`src/rtl/pipe_pkg.sv`:
```
// Shared constants and helpers for the scrolling pipe field.
package pipe_pkg;

  localparam logic [1:0] ST_IDLE = 2'd0;
  localparam logic [1:0] ST_RUN  = 2'd1;
  localparam logic [1:0] ST_HALT = 2'd2;

  localparam int DEF_SCREEN_W = 640;
  localparam int DEF_GROUND_Y = 428;
  localparam int BORDER       = 3;
  localparam int BODY_OFF     = 9;

  function automatic logic [15:0] clamp16(input logic [15:0] v,
                                          input logic [15:0] lo,
                                          input logic [15:0] hi);
    if (v < lo) return lo;
    if (v > hi) return hi;
    return v;
  endfunction

endpackage

```
`src/rtl/pipe_lane.sv`:
```
// One pipe pair: scrolling X / top-length registers plus its pixel classifier.
module pipe_lane
  import pipe_pkg::*;
#(
  parameter int INIT_X      = 640,
  parameter int SPAN        = 720,
  parameter int SCREEN_W    = DEF_SCREEN_W,
  parameter int PIPE_W      = 90,
  parameter int CAP_H       = 33,
  parameter int GAP_H       = 117,
  parameter int GROUND_Y    = DEF_GROUND_Y,
  parameter int MIN_TOP     = 20,
  parameter int DEFAULT_TOP = 100
) (
  input  logic        clk,
  input  logic        reset,
  input  logic        advance,
  input  logic [15:0] pipes_long,
  input  logic [15:0] counter_x,
  input  logic [15:0] counter_y,
  output logic [15:0] x,
  output logic [15:0] top,
  output logic        green,
  output logic        black
);

  localparam logic [15:0] TOP_MAX = 16'(GROUND_Y - GAP_H - 2*CAP_H - MIN_TOP);
  localparam logic [15:0] W    = 16'(PIPE_W);
  localparam logic [15:0] CH   = 16'(CAP_H);
  localparam logic [15:0] GH   = 16'(GAP_H);
  localparam logic [15:0] GY   = 16'(GROUND_Y);
  localparam logic [15:0] BRD  = 16'(BORDER);
  localparam logic [15:0] BOFF = 16'(BODY_OFF);

  always_ff @(posedge clk) begin
    if (!reset) begin
      x   <= 16'(INIT_X);
      top <= 16'(DEFAULT_TOP);
    end else if (advance) begin
      if (x == '0) begin
        x   <= 16'(SPAN - 1);
        top <= clamp16(pipes_long, 16'(MIN_TOP), TOP_MAX);
      end else begin
        x <= x - 16'd1;
      end
    end
  end

  logic [15:0] bot_y, body_l, body_r;
  logic visible, cap_cols, cap_side, body_cols, body_side;
  logic top_body, top_cap, top_cap_edge, bot_cap, bot_cap_edge, bot_body;
  logic paint;

  assign bot_y  = top + CH + GH;
  assign body_l = x + BOFF;
  assign body_r = x + W - BOFF;

  // Pipes parked past the right edge (respawned or not yet scrolled in) stay dark.
  assign visible   = x <= 16'(SCREEN_W);
  assign cap_cols  = counter_x >= x && counter_x <= x + W;
  assign cap_side  = counter_x < x + BRD || counter_x > x + W - BRD;
  assign body_cols = counter_x >= body_l && counter_x <= body_r;
  assign body_side = counter_x < body_l + BRD || counter_x > body_r - BRD;

  assign top_body     = counter_y < top;
  assign top_cap      = counter_y >= top && counter_y <= top + CH;
  assign top_cap_edge = counter_y < top + BRD || counter_y > top + CH - BRD;
  assign bot_cap      = counter_y >= bot_y && counter_y <= bot_y + CH;
  assign bot_cap_edge = counter_y < bot_y + BRD || counter_y > bot_y + CH - BRD;
  assign bot_body     = counter_y >= bot_y + CH && counter_y <= GY;

  assign black = visible &&
                 ((cap_cols && ((top_cap && (cap_side || top_cap_edge)) ||
                                (bot_cap && (cap_side || bot_cap_edge)))) ||
                  (body_cols && body_side && (top_body || bot_body)));
  assign paint = visible && ((cap_cols && (top_cap || bot_cap)) ||
                             (body_cols && (top_body || bot_body)));
  assign green = paint && !black;

endmodule

```
`src/rtl/pipe_field.sv`:
```
// Scrolling pipe field: start/run/halt sequencing, per-lane pipes, pixel and score outputs.
// state   | meaning
// ST_IDLE | waiting for button, pipes parked at reset positions
// ST_RUN  | pipes scroll one pixel per step tick
// ST_HALT | collision seen, everything frozen until reset
module pipe_field
  import pipe_pkg::*;
#(
  parameter int N_PIPES     = 3,
  parameter int SPACING     = 240,
  parameter int SCREEN_W    = DEF_SCREEN_W,
  parameter int PIPE_W      = 90,
  parameter int CAP_H       = 33,
  parameter int GAP_H       = 117,
  parameter int GROUND_Y    = DEF_GROUND_Y,
  parameter int MIN_TOP     = 20,
  parameter int DEFAULT_TOP = 100,
  parameter int BIRD_X      = 100
) (
  input  logic        clk,
  input  logic        reset,
  input  logic        step_tick,
  input  logic        button,
  input  logic        status,
  input  logic [15:0] pipes_long,
  input  logic [15:0] counter_x,
  input  logic [15:0] counter_y,
  output logic        pipe_green,
  output logic        pipe_black,
  output logic        score_pulse,
  output logic [15:0] near_pipe_x,
  output logic [15:0] near_pipe_top,
  output logic        running
);

  localparam int SPAN = N_PIPES * SPACING;

  if (N_PIPES < 1 || N_PIPES > 8) begin : g_bad_count
    $error("pipe_field: N_PIPES must be 1..8");
  end
  if (SPAN - 1 < SCREEN_W) begin : g_bad_span
    $error("pipe_field: N_PIPES*SPACING-1 must reach SCREEN_W");
  end

  logic [1:0] state;
  logic       move;

  // A collision on the same cycle as a tick wins: no movement.
  assign move    = (state == ST_RUN) && step_tick && status;
  assign running = (state == ST_RUN);

  always_ff @(posedge clk) begin
    if (!reset) begin
      state <= ST_IDLE;
    end else begin
      case (state)
        ST_IDLE: if (!button) state <= ST_RUN;
        ST_RUN:  if (!status) state <= ST_HALT;
        ST_HALT: ;
        default: state <= ST_HALT;
      endcase
    end
  end

  logic [15:0]        lane_x   [N_PIPES];
  logic [15:0]        lane_top [N_PIPES];
  logic [N_PIPES-1:0] lane_green, lane_black, lane_at_bird;

  for (genvar i = 0; i < N_PIPES; i++) begin : g_lane
    pipe_lane #(
      .INIT_X     (SCREEN_W + i * SPACING),
      .SPAN       (SPAN),
      .SCREEN_W   (SCREEN_W),
      .PIPE_W     (PIPE_W),
      .CAP_H      (CAP_H),
      .GAP_H      (GAP_H),
      .GROUND_Y   (GROUND_Y),
      .MIN_TOP    (MIN_TOP),
      .DEFAULT_TOP(DEFAULT_TOP)
    ) u_lane (
      .clk       (clk),
      .reset     (reset),
      .advance   (move),
      .pipes_long(pipes_long),
      .counter_x (counter_x),
      .counter_y (counter_y),
      .x         (lane_x[i]),
      .top       (lane_top[i]),
      .green     (lane_green[i]),
      .black     (lane_black[i])
    );
    assign lane_at_bird[i] = (lane_x[i] == 16'(BIRD_X));
  end

  logic [15:0] near_x_c, near_top_c;
  logic        near_found;

  // Strict less-than keeps the lowest index on equal X.
  always_comb begin
    near_x_c   = '0;
    near_top_c = '0;
    near_found = 1'b0;
    for (int i = 0; i < N_PIPES; i++) begin
      if (lane_x[i] + 16'(PIPE_W) >= 16'(BIRD_X) &&
          (!near_found || lane_x[i] < near_x_c)) begin
        near_found = 1'b1;
        near_x_c   = lane_x[i];
        near_top_c = lane_top[i];
      end
    end
  end

  always_ff @(posedge clk) begin
    if (!reset) begin
      pipe_green    <= 1'b0;
      pipe_black    <= 1'b0;
      score_pulse   <= 1'b0;
      near_pipe_x   <= '0;
      near_pipe_top <= '0;
    end else begin
      pipe_black    <= |lane_black;
      pipe_green    <= (|lane_green) && !(|lane_black);
      score_pulse   <= move && (|lane_at_bird);
      near_pipe_x   <= near_x_c;
      near_pipe_top <= near_top_c;
    end
  end

endmodule

```
`config.mk`:
```
export PLATFORM = sky130hd
export DESIGN_NAME = pipe_field
export DESIGN_NICKNAME = d
export VERILOG_FILES = /design/src/rtl/pipe_pkg.sv /design/src/rtl/pipe_lane.sv /design/src/rtl/pipe_field.sv
export SDC_FILE = /design/constraint.sdc
export NUM_CORES = 2
export LEC_CHECK = 0
export CAP_MARGIN = 15
export CORE_ASPECT_RATIO = 0.8
export CORE_MARGIN = 2
export CORE_UTILIZATION = 55
export CTS_BUF_LIST = sky130_fd_sc_hd__clkbuf_16
export CTS_CLUSTER_SIZE = 25
export DETAILED_ROUTE_END_ITERATION = 8
export HOLD_SLACK_MARGIN = 0.12
export PLACE_DENSITY = 0.72
export SKIP_LAST_GASP = 1
export SYNTH_ARGS = -nofsm -noshare
export SYNTH_HDL_FRONTEND = slang
export SYNTH_HIERARCHICAL = 1
export SYNTH_SLANG_ARGS = --single-unit
```
`constraint.sdc`:
```
create_clock -name clk -period 8.5 [get_ports clk]
set_clock_uncertainty 0.15 [all_clocks]
set_input_delay 0.85 -clock clk [delete_from_list [all_inputs] [get_ports clk]]
set_output_delay 0.85 -clock clk [all_outputs]
set_load 0.03 [all_outputs]
```
# Yosys cells after proc, flatten, opt, wreduce, memory -nomap -nowiden
# Cells that the tools add are included.
# op_classes
n_addsub	45
multipliers	0
n_div	0
order_cmp	65
eq_ne	7
shifts	0
muxes	45
n_bitwise	1
n_reduce_logical	103
# ops
op	count
16-bit < comparator	17
16-bit two-way mux	17
16-bit >= comparator	15
16-bit by 2-bit adder with 16-bit output (second input constant)	12
16-bit greater-than comparator	12
16-bit less-or-equal comparator	12
16-bit by 2-bit subtractor with 16-bit output (second input constant)	12
16-bit by 6-bit adder with 16-bit output (second input constant)	6
16-bit by 7-bit adder with 16-bit output (second input constant)	6
1-bit logical AND	51
16-bit by 4-bit adder with 16-bit output (second input constant)	3
16-bit by 7-bit equality test with 1-bit output (second input constant)	3
16-bit by 7-bit >= comparator with 1-bit output (second input constant)	3
16-bit by 10-bit less-or-equal comparator with 1-bit output (second input constant)	3
16-bit logical NOT	3
16-bit by 1-bit subtractor with 16-bit output (second input constant)	3
16-bit by 4-bit subtractor with 16-bit output (second input constant)	3
1-bit logical OR	35
1-bit two-way mux	25
16-bit by 8-bit greater-than comparator with 1-bit output (second input constant)	1
16-bit by 9-bit less-or-equal comparator with 1-bit output (second input constant)	1
16-bit by 5-bit < comparator with 1-bit output (second input constant)	1
3-bit OR reduction	3
1-bit logical NOT	6
9 further kinds	13
# totals
register_bits	133
latchBits	0
ram_bits	0
rom_bits	0
input_bits	53
wordCells	278
memories	0

# Depth between registers and ports, before layout
# logic_depth
word_depth	16
mapped_depth	32
mapped_depth_nobuf	29

# By module
# Netlist, hierarchy kept.
# by_module_without_submodules
module	n_inst	cells_per_inst	area_per_inst_um2	seq_area_each_um2
pipe_lane at g_lane[0].u_lane	1	1406	10810.4	640.6
pipe_lane at g_lane[1].u_lane	1	1373	10724.0	640.6
pipe_lane at g_lane[2].u_lane	1	1376	10618.9	640.6
pipe_field	1	442	3558.4	740.7

# Worst setup path after synthesis
# Ideal clock, no wire load.
# synth_timing
path_type	reg2reg
startpoint	reg g_lane[0].u_lane.x[1]
endpoint	reg near_pipe_top[10]
setup_ps	116
arrival_ps	6367
t_required_ps	8234
path_slack_ps	1867
stages_incl_launch_ff	32
n_path_buf	5
synth_period_minus_slack_ps	6633
path_cell_list	dfxtp_1 > ha_1 > nor4_4 > nor3b_1 > mux2_4 > a2bb2oi_1 > or4_4 > buf_6 > clkbuf_1 > nand2_1 > ha_1 > a21o_1 > a21o_1 > a21oi_1 > o31a_1 > o211ai_1 > a21oi_2 > buf_2 > nor2_1 > a21oi_1 > ha_1 > a21o_1 > a21o_1 > a211oi_1 > o21ai_0 > o211ai_1 > o2bb2ai_1 > and3_1 > clkbuf_1 > clkbuf_1 > nor4_1 > a31o_1
# synth_via
elab_chain_len	11
# synth_lines
element	line_no	rtl
from (decl)	pipe_lane.sv:21	output logic [15:0] x,
from (signal assigned)	pipe_lane.sv:37	x <= 16'(INIT_X);
from (signal assigned)	pipe_lane.sv:41	x <= 16'(SPAN - 1);
from (signal assigned)	pipe_lane.sv:44	x <= x - 16'd1;
16-bit by 7-bit adder with 16-bit output	pipe_field.sv:104	if (lane_x[i] + 16'(PIPE_W) >= 16'(BIRD_X) &&
16-bit by 7-bit >= comparator with 1-bit output	pipe_field.sv:104	
16-bit two-way mux or 1-bit two-way mux (tied branches)	pipe_field.sv:104	
16-bit < comparator or 1-bit logical NOT (tied branches)	pipe_field.sv:105	(!near_found || lane_x[i] < near_x_c)) begin
1-bit logical OR	pipe_field.sv:105	
1-bit logical AND	pipe_field.sv:104	
16-bit two-way mux or 1-bit two-way mux (tied branches)	pipe_field.sv:104	
16-bit < comparator or 1-bit logical NOT (tied branches)	pipe_field.sv:105	
1-bit logical OR	pipe_field.sv:105	
1-bit logical AND	pipe_field.sv:104	
16-bit two-way mux (*)	pipe_field.sv:104	
to (signal assigned)	pipe_field.sv:125	near_pipe_top <= near_top_c;
to (decl)	pipe_field.sv:32	output logic [15:0] near_pipe_top,
# Every way passes the cells marked *; elsewhere a longest branch is shown, timed or not.
# A chain may end at the register's enable or synchronous reset.

# Final worst setup path
# layout_timing
startpoint	reg g_lane[0].u_lane.x[1]
endpoint	reg near_pipe_top[2]
# Same word-level chain as after synthesis.

==> flow_summary.toml <==
[synth]
yosys_warnings = 6
synth_flop_cell = "dfxtp_1"
synth_cell_types = 125
syn_area_sq_mm = 0.03571
syn-mean-instance-area_sq_um = 7.768
yosysSeqAreaShare_pct = 7.456
synth-edff-count = 0
synthCells = 4597
synthArstFlopShare_pct = 0
synth-seq-cells = 133
synthesis.nets = 5430

[die]
core_sq_mm = 0.06418
rows = 83
die_x_um = 288.9
die_area_sq_mm = 0.06700
io_pins = 89
die_h_um = 231.9
start_util_pct = 55.64

[place]
place_area_sq_mm = 0.03734
place_ws_ns = 0.9604
port_buffers = 88
gp_congestion = 0.9579
hpwl_mm = 88.20

[setup_path]
reg2reg_depth = 27
cp-start-kind = "flop"
critPathLaunch = "g_lane[0].u_lane/x[1]"
criticalPathCategory = "flop to flop"
r2r-start = "g_lane[0].u_lane/x[1]"
worstPathRequired_ns = 8.74
cp_max_fo = 31
endpoint_kind = "flop"
worst_path_most_repeated_cell = "a21o_1"
slowest_delay_ns = 0.69
crit_arrival_ns = 7.88
critPathSlowestCell = "dfxtp_1"

[sta]
worst_slack_ns = 0.8524
worst_pin_slew_ns = 1.036
fmax_ghz = 0.1308
slew_headroom_pct = 30.43
period_share_pct = 89.97
rsz0062_at_grt = "no"
fin_setup_tns_ns = 0
hold_viol = 0
slew_viol_final = 0
finalSetupViolCount = 0
finalCriticalPeriod_ns = 7.648

[clocking]
clock_latency_ns = 0.44
cts_root_buf = "clkbuf_16"
cts.path.max_buffers = 2
cts.clk_slew.worst_paths_ns = 0.06
clock_sinks = 133
cts_hold_buf = 0
post_cts_buffers = 0
cts.repair.resized = 0
cts_made_buffers = 17
htree_levels = 4
cts_tree = "yes"

[route]
dr.pass1.iters = 7
via_per_inst = 6.320
antenna_left = 0
vias = 34570
drt-initial-drc-count = 2986
drc = 0
wl_per_cell_um = 20.67
drt_wl_total_mm = 113.0

[hold_path]
hold_class = "flop to flop"
timing.hold.worst.start = "g_lane[2].u_lane/top[0]"
min_path_cells = 2

[layout]
drive_gt1_share_pct = 4.655
mostFrequentLayoutCell = "ha_1"
final_cell_mix = "ha_1, xnor2_1, nor2_1"
synthToLayoutAreaGrowth_pct = 6.145
fin_nets = 5440
final_area_sq_mm = 0.03791

[run_status]
status = "finished clean"

[grt]
grt_use_total_pct = 33.02
grt_pass1_vias = 31670
grt_max_degree = 67
grt_pass1_wl_mm = 177.8
grt.overflow.total = 0
antenna_found_initial = 2

[power_and_ir_drop]
ir_drop_v = 0.0001094
power_uw = 2321
p_per_area_mw_per_mm2 = 61.22
leakage_uw = 0.01532

[flow_run]
maxCapViolations = 0
through the flow:
step	utilization (%)	std cells	hold WS [ns]
global route	59.06	5469	0.3599
finish	59.06	5470	0.3182
CTS	59.06	5469	0.3201
floorplan	-	4597	0.2941
detailed placement	58.18	5438	0.3123
global placement	58.18	5438	0.3047
power breakdown:
part	leakage (uW)	switching, uW	internal, uW	total (uW)
clock	0.000280	297	427	725
combinational	0.0140	543	395	939
sequential	0.00108	26.0	631	657
total	0.0153	867	1450	2320
synthesized netlist by cell type (20+ instances only):
master | number | area (sq um)
nand3_1 | 128 | 640.6
dfxtp_1 | 133 | 2663
a31oi_1 | 28 | 175.2
buf_2 | 28 | 140.1
a211oi_1 | 30 | 225.2
a21boi_0 | 30 | 225.2
xor2_1 | 114 | 998.5
nor2_1 | 374 | 1404
nand2_1 | 264 | 991.0
and3_1 | 67 | 419.2
nor3_1 | 140 | 700.7
o211ai_1 | 43 | 322.8
nand2b_1 | 80 | 500.5
a21o_1 | 139 | 1044
nor4_1 | 80 | 500.5
or3_1 | 38 | 237.7
o21a_1 | 163 | 1224
and2_1 | 23 | 143.9
nor2b_1 | 87 | 544.3
clkbuf_1 | 100 | 375.4
nand4_1 | 130 | 813.3
inv_1 | 215 | 807.0
xnor2_1 | 459 | 4020
o21ai_0 | 193 | 965.9
a21oi_1 | 238 | 1191
clkinv_1 | 20 | 75.07
ha_1 | 780 | 9759
cell families (layout without fill, tap and decap cells):
| kind of cell | count (synthesis) | count (layout) | synth area share (%) |
|---|---|---|---|
| simple gates | 1552 | 1552 | 22.76 |
| compound gates | 1128 | 1128 | 22.17 |
| fa+ha+maj | 782 | 782 | 27.39 |
| xor+xnor | 595 | 595 | 15.26 |
| buf+inv | 395 | 417 | 4.541 |
| flops | 133 | 133 | 7.456 |
| mux | 12 | 12 | 0.4309 |
| other cells | 0 | 1 | 0 |
registers in the layout, indices dropped and copies added (netlist names):
name               count
g_lane.u_lane/top     48
g_lane.u_lane/x       48
near_pipe_top         16
near_pipe_x           16
state                  2
pipe_black             1
pipe_green             1
score_pulse            1
metal layers:
| layer | GRT usage (%) | share of wire [%] | vias up |
|---|---|---|---|
| met3 | 7.024 | 9.6 | 166 |
| met4 | 9.021 | 2.7 | 4 |
| li1 | - | - | 16980 |
| met5 | 0 | 0.024 | - |
| met1 | 49.44 | 48 | 16050 |
| met2 | 46.73 | 40 | 1364 |
final cells by class:
cell class	instances	area (sq um)
Clock inverter	14	136.4
Inverter	245	922.1
Multi-Input combinational cell	4069	31440
Antenna cell	1	2.502
Sequential cell	133	2663
Clock buffer	17	425.4
Timing Repair Buffer	141	1259
Tap cell	850	1064
Fill cell	5993	26270
critical path, delay by kind of cell, from the launching register on:
kind / cells / cell delay, ns
adder cells (fa/ha/maj): 3 / 0.93
multiplexers: 1 / 0.33
buffers and inverters: 1 / 0.24
AO/OA/AOI/OAI: 15 / 3.02
AND/OR/NAND/NOR: 7 / 2.20
flip-flops: 1 / 0.69
worst paths after layout:
path / to / slack (ns)
max: near_pipe_top[2] / 0.85
min reg2reg: g_lane[2].u_lane/top[0] / 0.32
min: g_lane[2].u_lane/top[0] / 0.32
max reg2reg: near_pipe_top[2] / 0.85
Note: power is estimated with default switching activity, not from simulation.
